## src/rtl/edge_event_arbiter_pkg.sv

```systemverilog
// Shared types and default sizing for the edge event arbiter.
package edge_event_arbiter_pkg;
    localparam int unsigned N_CH_DEF = 4;
    localparam int unsigned ID_W_DEF = 2;

    typedef enum logic {
        IDLE  = 1'b0,
        OFFER = 1'b1
    } arb_state_t;
endpackage

```

## src/rtl/edge_event_arbiter_if.sv

```systemverilog
// Bus between the edge event arbiter and its producer/consumer environment.
interface edge_event_arbiter_if
    import edge_event_arbiter_pkg::*;
#(
    parameter int unsigned N_CH = N_CH_DEF,
    parameter int unsigned ID_W = ID_W_DEF
);
    logic [N_CH-1:0] data_in;
    logic [N_CH-1:0] ch_enable;
    logic            event_ready;
    logic [N_CH-1:0] ovf_clear;
    logic            event_valid;
    logic [ID_W-1:0] event_id;
    logic [N_CH-1:0] pending;
    logic [N_CH-1:0] overflow;

    modport master (
        output data_in, ch_enable, event_ready, ovf_clear,
        input  event_valid, event_id, pending, overflow
    );

    modport slave (
        input  data_in, ch_enable, event_ready, ovf_clear,
        output event_valid, event_id, pending, overflow
    );
endinterface

```

## src/rtl/edge_pending_cell.sv

```systemverilog
// One channel: rising-edge detector with a pending flag and a sticky overflow flag.
module edge_pending_cell (
    input  logic clock,
    input  logic reset,
    input  logic data_in,
    input  logic ch_enable,
    input  logic grant,
    input  logic ovf_clear,
    output logic pending,
    output logic overflow
);
    logic prev;
    logic rise;
    logic ovf_set;

    assign rise    = data_in & ~prev;
    assign ovf_set = rise & ch_enable & pending & ~grant;

    always_ff @(posedge clock) begin
        // prev tracks the line even in reset so a held-high line yields no edge
        prev <= data_in;
        if (reset) begin
            pending  <= 1'b0;
            overflow <= 1'b0;
        end else begin
            if (!ch_enable) begin
                pending <= 1'b0;
            end else if (rise) begin
                pending <= 1'b1;
            end else if (grant) begin
                pending <= 1'b0;
            end

            if (ovf_set) begin
                overflow <= 1'b1;
            end else if (ovf_clear) begin
                overflow <= 1'b0;
            end
        end
    end
endmodule

```

## src/rtl/edge_event_arbiter.sv

```systemverilog
// Detects rising edges on N_CH lines and offers them one at a time, round-robin.
module edge_event_arbiter
    import edge_event_arbiter_pkg::*;
#(
    parameter int unsigned N_CH = N_CH_DEF,
    parameter int unsigned ID_W = ID_W_DEF
) (
    input  logic                 clock,
    input  logic                 reset,
    edge_event_arbiter_if.slave  bus
);
    arb_state_t      state;
    logic [N_CH-1:0] pend_q;
    logic [N_CH-1:0] ovf_q;
    logic [N_CH-1:0] eligible;
    logic [N_CH-1:0] grant_vec;
    logic [ID_W-1:0] last_grant;
    logic [ID_W-1:0] sel_id;
    logic [ID_W-1:0] scan_idx;
    logic [ID_W-1:0] id_q;
    logic            valid_q;
    logic            fire;

    for (genvar g = 0; g < N_CH; g++) begin : g_cell
        edge_pending_cell u_cell (
            .clock     (clock),
            .reset     (reset),
            .data_in   (bus.data_in[g]),
            .ch_enable (bus.ch_enable[g]),
            .grant     (grant_vec[g]),
            .ovf_clear (bus.ovf_clear[g]),
            .pending   (pend_q[g]),
            .overflow  (ovf_q[g])
        );
    end

    assign eligible = pend_q & bus.ch_enable;

    // Scan from the farthest offset down so the nearest eligible channel after last_grant wins.
    always_comb begin
        sel_id   = '0;
        scan_idx = '0;
        for (int unsigned off = N_CH; off >= 1; off--) begin
            scan_idx = ID_W'((32'(last_grant) + off) % N_CH);
            if (eligible[scan_idx]) begin
                sel_id = scan_idx;
            end
        end
    end

    assign fire      = (|eligible) && (state == IDLE || bus.event_ready);
    assign grant_vec = fire ? (N_CH'(1) << sel_id) : '0;

    always_ff @(posedge clock) begin
        if (reset) begin
            state      <= IDLE;
            valid_q    <= 1'b0;
            id_q       <= '0;
            last_grant <= ID_W'(N_CH - 1);
        end else begin
            case (state)
                IDLE: begin
                    if (fire) begin
                        state      <= OFFER;
                        valid_q    <= 1'b1;
                        id_q       <= sel_id;
                        last_grant <= sel_id;
                    end
                end
                OFFER: begin
                    if (bus.event_ready) begin
                        if (fire) begin
                            id_q       <= sel_id;
                            last_grant <= sel_id;
                        end else begin
                            state   <= IDLE;
                            valid_q <= 1'b0;
                        end
                    end
                end
                default: begin
                    state   <= IDLE;
                    valid_q <= 1'b0;
                end
            endcase
        end
    end

    assign bus.event_valid = valid_q;
    assign bus.event_id    = id_q;
    assign bus.pending     = pend_q;
    assign bus.overflow    = ovf_q;
endmodule

```

## src/flat_wrapper.sv

```systemverilog
// flat-port wrapper written by rule: the top's interface ports become plain ports
module edge_event_arbiter_flat import edge_event_arbiter_pkg::*;
#(
    parameter int unsigned N_CH = N_CH_DEF,
    parameter int unsigned ID_W = ID_W_DEF
)
  (clock, reset, bus_data_in, bus_ch_enable, bus_event_ready, bus_ovf_clear, bus_event_valid, bus_event_id, bus_pending, bus_overflow);
  edge_event_arbiter_if #(.N_CH(N_CH), .ID_W(ID_W)) bus_i ();
  input  logic clock;
  input  logic reset;
  input wire logic [$bits(bus_i.data_in)-1:0] bus_data_in;
  input wire logic [$bits(bus_i.ch_enable)-1:0] bus_ch_enable;
  input wire logic [$bits(bus_i.event_ready)-1:0] bus_event_ready;
  input wire logic [$bits(bus_i.ovf_clear)-1:0] bus_ovf_clear;
  output wire logic [$bits(bus_i.event_valid)-1:0] bus_event_valid;
  output wire logic [$bits(bus_i.event_id)-1:0] bus_event_id;
  output wire logic [$bits(bus_i.pending)-1:0] bus_pending;
  output wire logic [$bits(bus_i.overflow)-1:0] bus_overflow;
  assign bus_i.data_in = bus_data_in;
  assign bus_i.ch_enable = bus_ch_enable;
  assign bus_i.event_ready = bus_event_ready;
  assign bus_i.ovf_clear = bus_ovf_clear;
  assign bus_event_valid = bus_i.event_valid;
  assign bus_event_id = bus_i.event_id;
  assign bus_pending = bus_i.pending;
  assign bus_overflow = bus_i.overflow;
  edge_event_arbiter #(.N_CH(N_CH), .ID_W(ID_W)) u_core (.clock(clock), .reset(reset), .bus(bus_i));
endmodule
```

## config.mk

```make
export PLATFORM = sky130hd
export DESIGN_NAME = edge_event_arbiter_flat
export DESIGN_NICKNAME = d
export VERILOG_FILES = /design/src/rtl/edge_event_arbiter_pkg.sv /design/src/rtl/edge_event_arbiter_if.sv /design/src/rtl/edge_pending_cell.sv /design/src/rtl/edge_event_arbiter.sv /design/src/flat_wrapper.sv
export SDC_FILE = /design/constraint.sdc
export NUM_CORES = 1
export LEC_CHECK = 0
export CAP_MARGIN = 20
export CORE_ASPECT_RATIO = 1.1
export CORE_MARGIN = 4
export CORE_UTILIZATION = 40
export DETAILED_ROUTE_END_ITERATION = 8
export GPL_TIMING_DRIVEN = 1
export PLACE_DENSITY_LB_ADDON = 0.12
export SYNTH_ARGS = -nofsm -noshare
export SYNTH_HDL_FRONTEND = slang
export SYNTH_HIERARCHICAL = 1
export SYNTH_SLANG_ARGS = --single-unit
```

## constraint.sdc

```tcl
create_clock -name clock -period 1.4 [get_ports clock]
set_input_delay 0.21 -clock clock [delete_from_list [all_inputs] [get_ports clock]]
set_output_delay 0.21 -clock clock [all_outputs]
set_load 0.03 [all_outputs]
```

==> impl_results.md, run 1 <==
- Async SR Flop Fraction: 0
- Number of antenna violations at the first check in global routing: 0
- HPWL reported at the end of detailed placement: 1.59 mm
- Deepest clock path buffer count: 2
- CP cell instances: and3b_2 > a21oi_2 > a21oi_2 > buf_4 > nor3_2 > nand2b_4 > o31ai_2
- Remaining antenna violation count after routing: 0
- Critical path peak fanout: 3
- Iter 0 DRT Violations: 22
- FF-to-FF Start: u_core/last_grant[0]
- Number of enable flip-flop cells after synthesis: 0
- Number of vias per cell: 5.58
- Later-pin clock latency in the skew report: 0.29 ns
- Clk sink count: 18
- Register-to-register setup slack: -0.18 ns
- Number of H-tree levels: 1
- Placement-stage worst setup slack: -0.550 ns
- Kind of path behind the tightest hold check: in2reg
- Average detailed-routed wire length per instance: 16.3 um
- Required time of the critical path: 1.61 ns
- Synth Cell Area: 847 um^2
- Final worst-path cycle share: 1.13
- Total count of hold-check failures in the final report: 0
- Final setup violation count: 12
- Max-capacitance violation count: 0
- Count of distinct cell types in the synthesized netlist: 28
- Global-route congestion overflow total: 0
- Initial Utilization: 0.419
- Count of buffers from port buffering: 25
- Buffer type at the clock tree root: sky130_fd_sc_hd__clkbuf_4
- Die Width: 51.9 um
- Antenna diode count: 0
- Main flop type after synthesis: sky130_fd_sc_hd__dfxtp_1
- Vias: 954
- Worst-case setup margin in the final layout: -0.184 ns
- Element type at the critical path start: flip-flop
- Net Count, Synth: 107
- Fraction of layout cells with a size suffix above 1: 0.531
- Leakage power summed over all cells: 0.625 nW
- Worst-Margin Slew: 0.330 ns
- Area enclosed by the die boundary: 2920 um^2
- Worst setup path startpoint: u_core/last_grant[0]
- Pin count of the biggest net entering global routing: 11
- Placement Rows: 17
- Worst-case headroom to the max-slew limit: 0.778
- Most used cell along the critical path: sky130_fd_sc_hd__a21oi_2
- GP Congestion: 0.889
- Boundary Pins: 26
- Core area: 2020 um^2
- FMAX: 631 MHz
- Worst EP arrival: 1.79 ns
- WHS: 0.386 ns
- Stage delay of the slowest cell on the critical path: 0.35 ns
- Detailed-route wire length: 2.79 mm
- RSZ-0062 raised after global routing: true
- Signed area change from the synthesized netlist to the final layout: 86.9%
- Capturing instance or port of the critical path: u_core/g_cell[1].u_cell/overflow
- Total power divided by cell area: 764 nW/um^2
- Yosys warns: 6
- Clock skew: 0.00307 ns
- WS Path Type: reg2reg
- Vias in the first global route: 914
- Remaining routing DRC violations: 0
- Clock input transition at the sequential cells of the worst setup and hold paths: 0.11 ns
- Number of nets at the end of the flow: 159
- Clock tree from TritonCTS: yes
- Layout filler cell count: 129
- Violations in the final reports: negative setup slack
- Mean cell area of the mapped netlist: 9.21 um^2
- Gate Count Post-Synth: 92
- Worst-case vdd ir drop: 0.000709 V
- Total track usage: 0.184
- Final worst path period need: 1.58 ns
- Seq/Total Area, Yosys: 0.425
- Register-to-Register Path Depth: 7
- Setup TNS Final: -1.39 ns
- Global-route wire length before repair: 4.06 mm
- Number of synthesized register bits: 18
- Number of buffers inserted during clock tree synthesis: 3
- Floorplan die height: 56.3 um
- Final design utilization: 0.783
- Critical R2R Capture: u_core/g_cell[1].u_cell/overflow
- Final count of pins violating max slew: 0
- Status: finished, violations left
- Min-delay src: bus_data_in[3]
- Worst Setup End Kind: flip-flop
- Initial DRT Pass Iterations: 4
- Cell with the largest stage delay on the worst path: sky130_fd_sc_hd__dfxtp_2
worst max-delay path, delay by kind of cell (launching register included):
kind	cells	cell delay (ns)
AOI/OAI and AO/OA	3	0.52
and+or+nand+nor	3	0.47
DFF	1	0.35
buffers and inverters	1	0.16
where the power goes:
group          switching (W)  internal [W]
Clock               0.000163      0.000158
Sequential         0.0000210      0.000532
Combinational       0.000167      0.000168
Total               0.000351      0.000858
synth_stat cells, types with 2 or more instances:
cell	n	area [um^2]
sky130_fd_sc_hd__dfxtp_1	18	360
sky130_fd_sc_hd__nand2b_1	12	75.1
sky130_fd_sc_hd__a21oi_1	11	55.1
sky130_fd_sc_hd__nor2_1	8	30.0
sky130_fd_sc_hd__nand2_1	7	26.3
sky130_fd_sc_hd__nor3_1	4	20.0
sky130_fd_sc_hd__o31ai_1	4	30.0
sky130_fd_sc_hd__or3b_1	4	35.0
sky130_fd_sc_hd__a211oi_1	2	15.0
sky130_fd_sc_hd__a22o_4	2	35.0
sky130_fd_sc_hd__a311oi_1	2	17.5
sky130_fd_sc_hd__o21ai_0	2	10.0
what timing repair did:
action | 4_1_cts | 5_1_grt
endpoints found under the setup margin | 23 | 15
buffers inserted | 9 | 2
gates resized for setup | 46 | 28
hold buffers | 0 | 0
hold endpoints to repair | 0 | 0
pin swaps | 18 | 14
registers in the layout (all words and copies together), names as in the netlist:
name,flops
u_core/bus.event_valid,1
u_core/last_grant,2
u_core/g_cell.u_cell/pending,4
u_core/g_cell.u_cell/overflow,4
u_core/g_cell.u_cell/prev,4
u_core/state,1
u_core/bus.event_id,2
worst min-delay path by stage:
| stage | cells past startpoint | end | slack [ns] |
|---|---|---|---|
| 3_5_place_dp | 2 | u_core/bus.event_id[1] | 0.45 |
| 4_1_cts | 1 | u_core/g_cell[1].u_cell/prev | 0.38 |
| 6_report | 1 | u_core/g_cell[3].u_cell/prev | 0.39 |
| 3_3_place_gp | 2 | u_core/bus.event_id[1] | 0.44 |
| 5_1_grt | 1 | u_core/g_cell[1].u_cell/prev | 0.36 |
| 2_1_floorplan | 0 | u_core/g_cell[0].u_cell/prev | 0.24 |
cells by family after synthesis:
kind of cell | synth area share
simple gates | 0.290
compound gates | 0.272
flops | 0.425
buf+inv | 0.0133
cell type report:
cell class              count  area [um^2]  share of cell area
multi-input cells          72          698               0.441
repair buffers             48          432               0.273
flip-flops and latches     18          378               0.239
clock buffers               4         36.3              0.0229
well taps                  28         35.0              0.0221
inverters                   1         3.75             0.00237
metrics by stage:
step | std cells | total power (W) | area [um^2]
finish | 171 | 0.00121 | 1580
CTS | 171 | 0.00117 | 1470
floorplan | 92 | 0.000679 | 870
detailed placement | 158 | 0.000802 | 1250
global route | 171 | 0.00127 | 1580
global placement | 158 | 0.000799 | 1250
metal layers:
metal	vias up	wire (um)	GRT usage
li1	448	-	-
met1	460	1100	0.222
met2	35	1440	0.303
met3	11	137	0.0371
met4	0	116	0.0861
met5	-	0	0
placed cells by master (no fill, tap or decap), types with 3 or more instances in the layout:
master	n
sky130_fd_sc_hd__nor2_1	4
sky130_fd_sc_hd__or3b_1	4
sky130_fd_sc_hd__a21oi_2	6
sky130_fd_sc_hd__buf_6	8
sky130_fd_sc_hd__clkdlybuf4s50_1	10
sky130_fd_sc_hd__a21oi_1	4
sky130_fd_sc_hd__dfxtp_1	12
sky130_fd_sc_hd__buf_4	15
sky130_fd_sc_hd__nand2b_1	8
sky130_fd_sc_hd__clkbuf_4	3
sky130_fd_sc_hd__dfxtp_4	4
sky130_fd_sc_hd__nand2b_4	4
sky130_fd_sc_hd__dlygate4sd2_1	13
sky130_fd_sc_hd__nand2_2	3
sky130_fd_sc_hd__nand2_1	3
Power figures use the tool's default switching activity.
==> run 2, diff against run 1 <==
--- a/config.mk
+++ b/config.mk
@@ -12,6 +12,7 @@
 export DETAILED_ROUTE_END_ITERATION = 8
 export GPL_TIMING_DRIVEN = 1
 export PLACE_DENSITY_LB_ADDON = 0.12
+export SETUP_SLACK_MARGIN = 0.4
 export SYNTH_ARGS = -nofsm -noshare
 export SYNTH_HDL_FRONTEND = slang
 export SYNTH_HIERARCHICAL = 1
==> impl_results.md, run 2 (synthesized netlist as in run 1, its figures left out) <==
- Relative contribution of combinational cells to total power: 0.270 (was 0.277)
- Iter 0 DRT Violations: 17 (was 22)
- RSZ-0062 raised after global routing: true (unchanged)
- Clock tree from TritonCTS: yes (unchanged)
- Global-route wire length before repair: 3.72 mm (was 4.06 mm)
- Power spent charging and discharging nets: 0.000313 W (was 0.000351 W)
- Worst-case setup margin in the final layout: -0.0695 ns (was -0.184 ns)
- Clock skew: 0.00236 ns (was 0.00307 ns)
- Later-pin clock latency in the skew report: 0.29 ns (about the same)
- Final setup violation count: 8 (was 12)
- Fraction of layout cells with a size suffix above 1: 0.549 (was 0.531)
- Final count of pins violating max slew: 0 (unchanged)
- GP Congestion: 0.912 (was 0.889)
- Worst-Margin Slew: 0.350 ns (was 0.330 ns)
- Switching part of the total: 0.282 (was 0.290)
- Part of the power in registers: 0.503 (was 0.457)
- Initial DRT Pass Iterations: 4 (unchanged)
- Deepest clock path buffer count: 2 (unchanged)
- Global-route congestion overflow total: 0 (unchanged)
- Max-capacitance violation count: 0 (unchanged)
- HPWL reported at the end of detailed placement: 1.68 mm (was 1.59 mm)
- Number of H-tree levels: 1 (unchanged)
- Clk sink count: 18 (unchanged)
- Total track usage: 0.174 (was 0.184)
- Detailed-route wire length: 2.47 mm (was 2.79 mm)
- Count of buffers from port buffering: 25 (unchanged)
- Biggest regs: u_core/g_cell.u_cell/overflow (4), u_core/g_cell.u_cell/pending (4), u_core/g_cell.u_cell/prev (4) (unchanged)
- Remaining routing DRC violations: 0 (unchanged)
- Number of nets at the end of the flow: 161 (was 159)
- Final worst-path cycle share: 1.05 (was 1.13)
- Worst EP arrival: 1.69 ns (was 1.79 ns)
- Critical path peak fanout: 4 (was 3)
- Pin count of the biggest net entering global routing: 11 (unchanged)
- Leakage power summed over all cells: 0.599 nW (was 0.625 nW)
- Signed area change from the synthesized netlist to the final layout: 76.8% (was 86.9%)
- Initial Utilization: 0.419 (unchanged)
- Boundary Pins: 26 (unchanged)
- Vias: 909 (was 954)
- Buffer type at the clock tree root: sky130_fd_sc_hd__clkbuf_4 (unchanged)
- Instance count after placement with tap cells included: 157 (was 158)
- Element type at the critical path start: flip-flop (unchanged)
- Placement-stage worst setup slack: -0.445 ns (was -0.550 ns)
- Remaining antenna violation count after routing: 0 (unchanged)
- Number of buffers inserted during clock tree synthesis: 3 (unchanged)
- Total power divided by cell area: 742 nW/um^2 (was 764 nW/um^2)
- Die Width: 51.9 um (unchanged)
- FMAX: 680 MHz (was 631 MHz)
- Worst-case headroom to the max-slew limit: 0.766 (was 0.778)
- WHS: 0.367 ns (was 0.386 ns)
- Average detailed-routed wire length per instance: 14.3 um (was 16.3 um)
- Area enclosed by the die boundary: 2920 um^2 (unchanged)
- Antenna diode count: 0 (unchanged)
- Fin cells: 172 (was 171)
- Worst Setup End Kind: flip-flop (unchanged)
- Internal power: 0.000798 W (was 0.000858 W)
- Status: finished, violations left (unchanged)
- Final worst path period need: 1.47 ns (was 1.58 ns)
- Clock input transition at the sequential cells of the worst setup and hold paths: 0.09 ns (was 0.11 ns)
- Vias in the first global route: 832 (was 914)
- Core area: 2020 um^2 (unchanged)
- Number of vias per cell: 5.28 (was 5.58)
- Worst-case vdd ir drop: 0.000593 V (was 0.000709 V)
- Violations in the final reports: negative setup slack (unchanged)
- # hold bufs at CTS: 0 (unchanged)
- WS Path Type: reg2reg (unchanged)
- Required time of the critical path: 1.62 ns (was 1.61 ns)
- Total count of hold-check failures in the final report: 0 (unchanged)
- Proportion of power drawn by the clock network: 0.228 (was 0.265)
- Kind of path behind the tightest hold check: in2reg (unchanged)
- Placement Rows: 17 (unchanged)
- Floorplan die height: 56.3 um (unchanged)
- Number of antenna violations at the first check in global routing: 0 (unchanged)
- Leading cell types in the layout, fill and taps excluded: sky130_fd_sc_hd__buf_6 (18), sky130_fd_sc_hd__buf_4 (18), sky130_fd_sc_hd__nand2b_1 (11), sky130_fd_sc_hd__clkdlybuf4s50_1 (10), sky130_fd_sc_hd__dfxtp_2 (8) (was sky130_fd_sc_hd__buf_4 (15), sky130_fd_sc_hd__dlygate4sd2_1 (13), sky130_fd_sc_hd__dfxtp_1 (12), sky130_fd_sc_hd__clkdlybuf4s50_1 (10))
run 2: cell count changes in the layout (fill, tap and decap cells not counted), sizes merged:
cell           delta
buf              +13
clkbuf            -2
clkdlybuf4s15     -1
dlygate4sd2       -9
run 2: repair_timing:
action / 4_1_cts / 5_1_grt
endpoints found under the setup margin: 25 / 25
setup buffers: 4 / 8
pin swaps: 13 / 6
gates resized for setup: 100 / 9
run 2: layout make-up:
cell class              instances  area (um^2)
fillers                       152          523
clock buffers                   3         22.5
well taps                      28         35.0
inverters                       1         3.75
multi-input cells              72          578
flip-flops and latches         18          385
repair buffers                 50          473
run 2: power groups by stage:
stage | combinational [W] | clock (W) | sequential, W
6_report | 0.000300 | 0.000253 | 0.000559
3_5_place_dp | 0.000240 | 0 | 0.000564
2_1_floorplan | 0.000105 | 0 | 0.000579
5_1_grt | 0.000320 | 0.000281 | 0.000562
4_1_cts | 0.000270 | 0.000261 | 0.000556
3_3_place_gp | 0.000238 | 0 | 0.000563
run 2: worst paths after layout:
kind                                      startpoint                               end  slack, ns  depth (start not counted)
worst max-delay path            u_core/last_grant[0]  u_core/g_cell[1].u_cell/overflow      -0.07                          6
worst min-delay path                bus_ch_enable[3]   u_core/g_cell[3].u_cell/pending       0.37                          3
worst max register to register  u_core/last_grant[0]  u_core/g_cell[1].u_cell/overflow      -0.07                          6
worst min register to register          u_core/state            u_core/bus.event_valid       0.49                          1
run 2: stage by stage:
| stage | total power (W) | util | setup TNS, ns | cell area (um^2) |
|---|---|---|---|---|
| 2_1_floorplan | 0.000684 | - | 0 | 911 |
| 3_3_place_gp | 0.000801 | 0.637 | -4.35 | 1290 |
| 3_5_place_dp | 0.000804 | 0.637 | -4.63 | 1290 |
| 4_1_cts | 0.00109 | 0.700 | -0.0500 | 1410 |
| 5_1_grt | 0.00116 | 0.741 | -1.05 | 1500 |
| 6_report | 0.00111 | 0.741 | -0.309 | 1500 |
run 2: layer usage:
layer,wire (um),track usage,vias up
li1,-,-,448
met1,994,0.196,435
met2,1310,0.280,21
met3,104,0.0398,5
met4,58,0.120,0
met5,0,0,-
run 2: worst max-delay path, stage by stage (launching register included):
cell and delay (ns):
sky130_fd_sc_hd__dfxtp_2 0.37, sky130_fd_sc_hd__and3b_2 0.23, sky130_fd_sc_hd__nor3_2 0.20, sky130_fd_sc_hd__o21a_1 0.18
sky130_fd_sc_hd__nor3_1 0.07, sky130_fd_sc_hd__nand2b_1 0.16, sky130_fd_sc_hd__o31ai_1 0.17
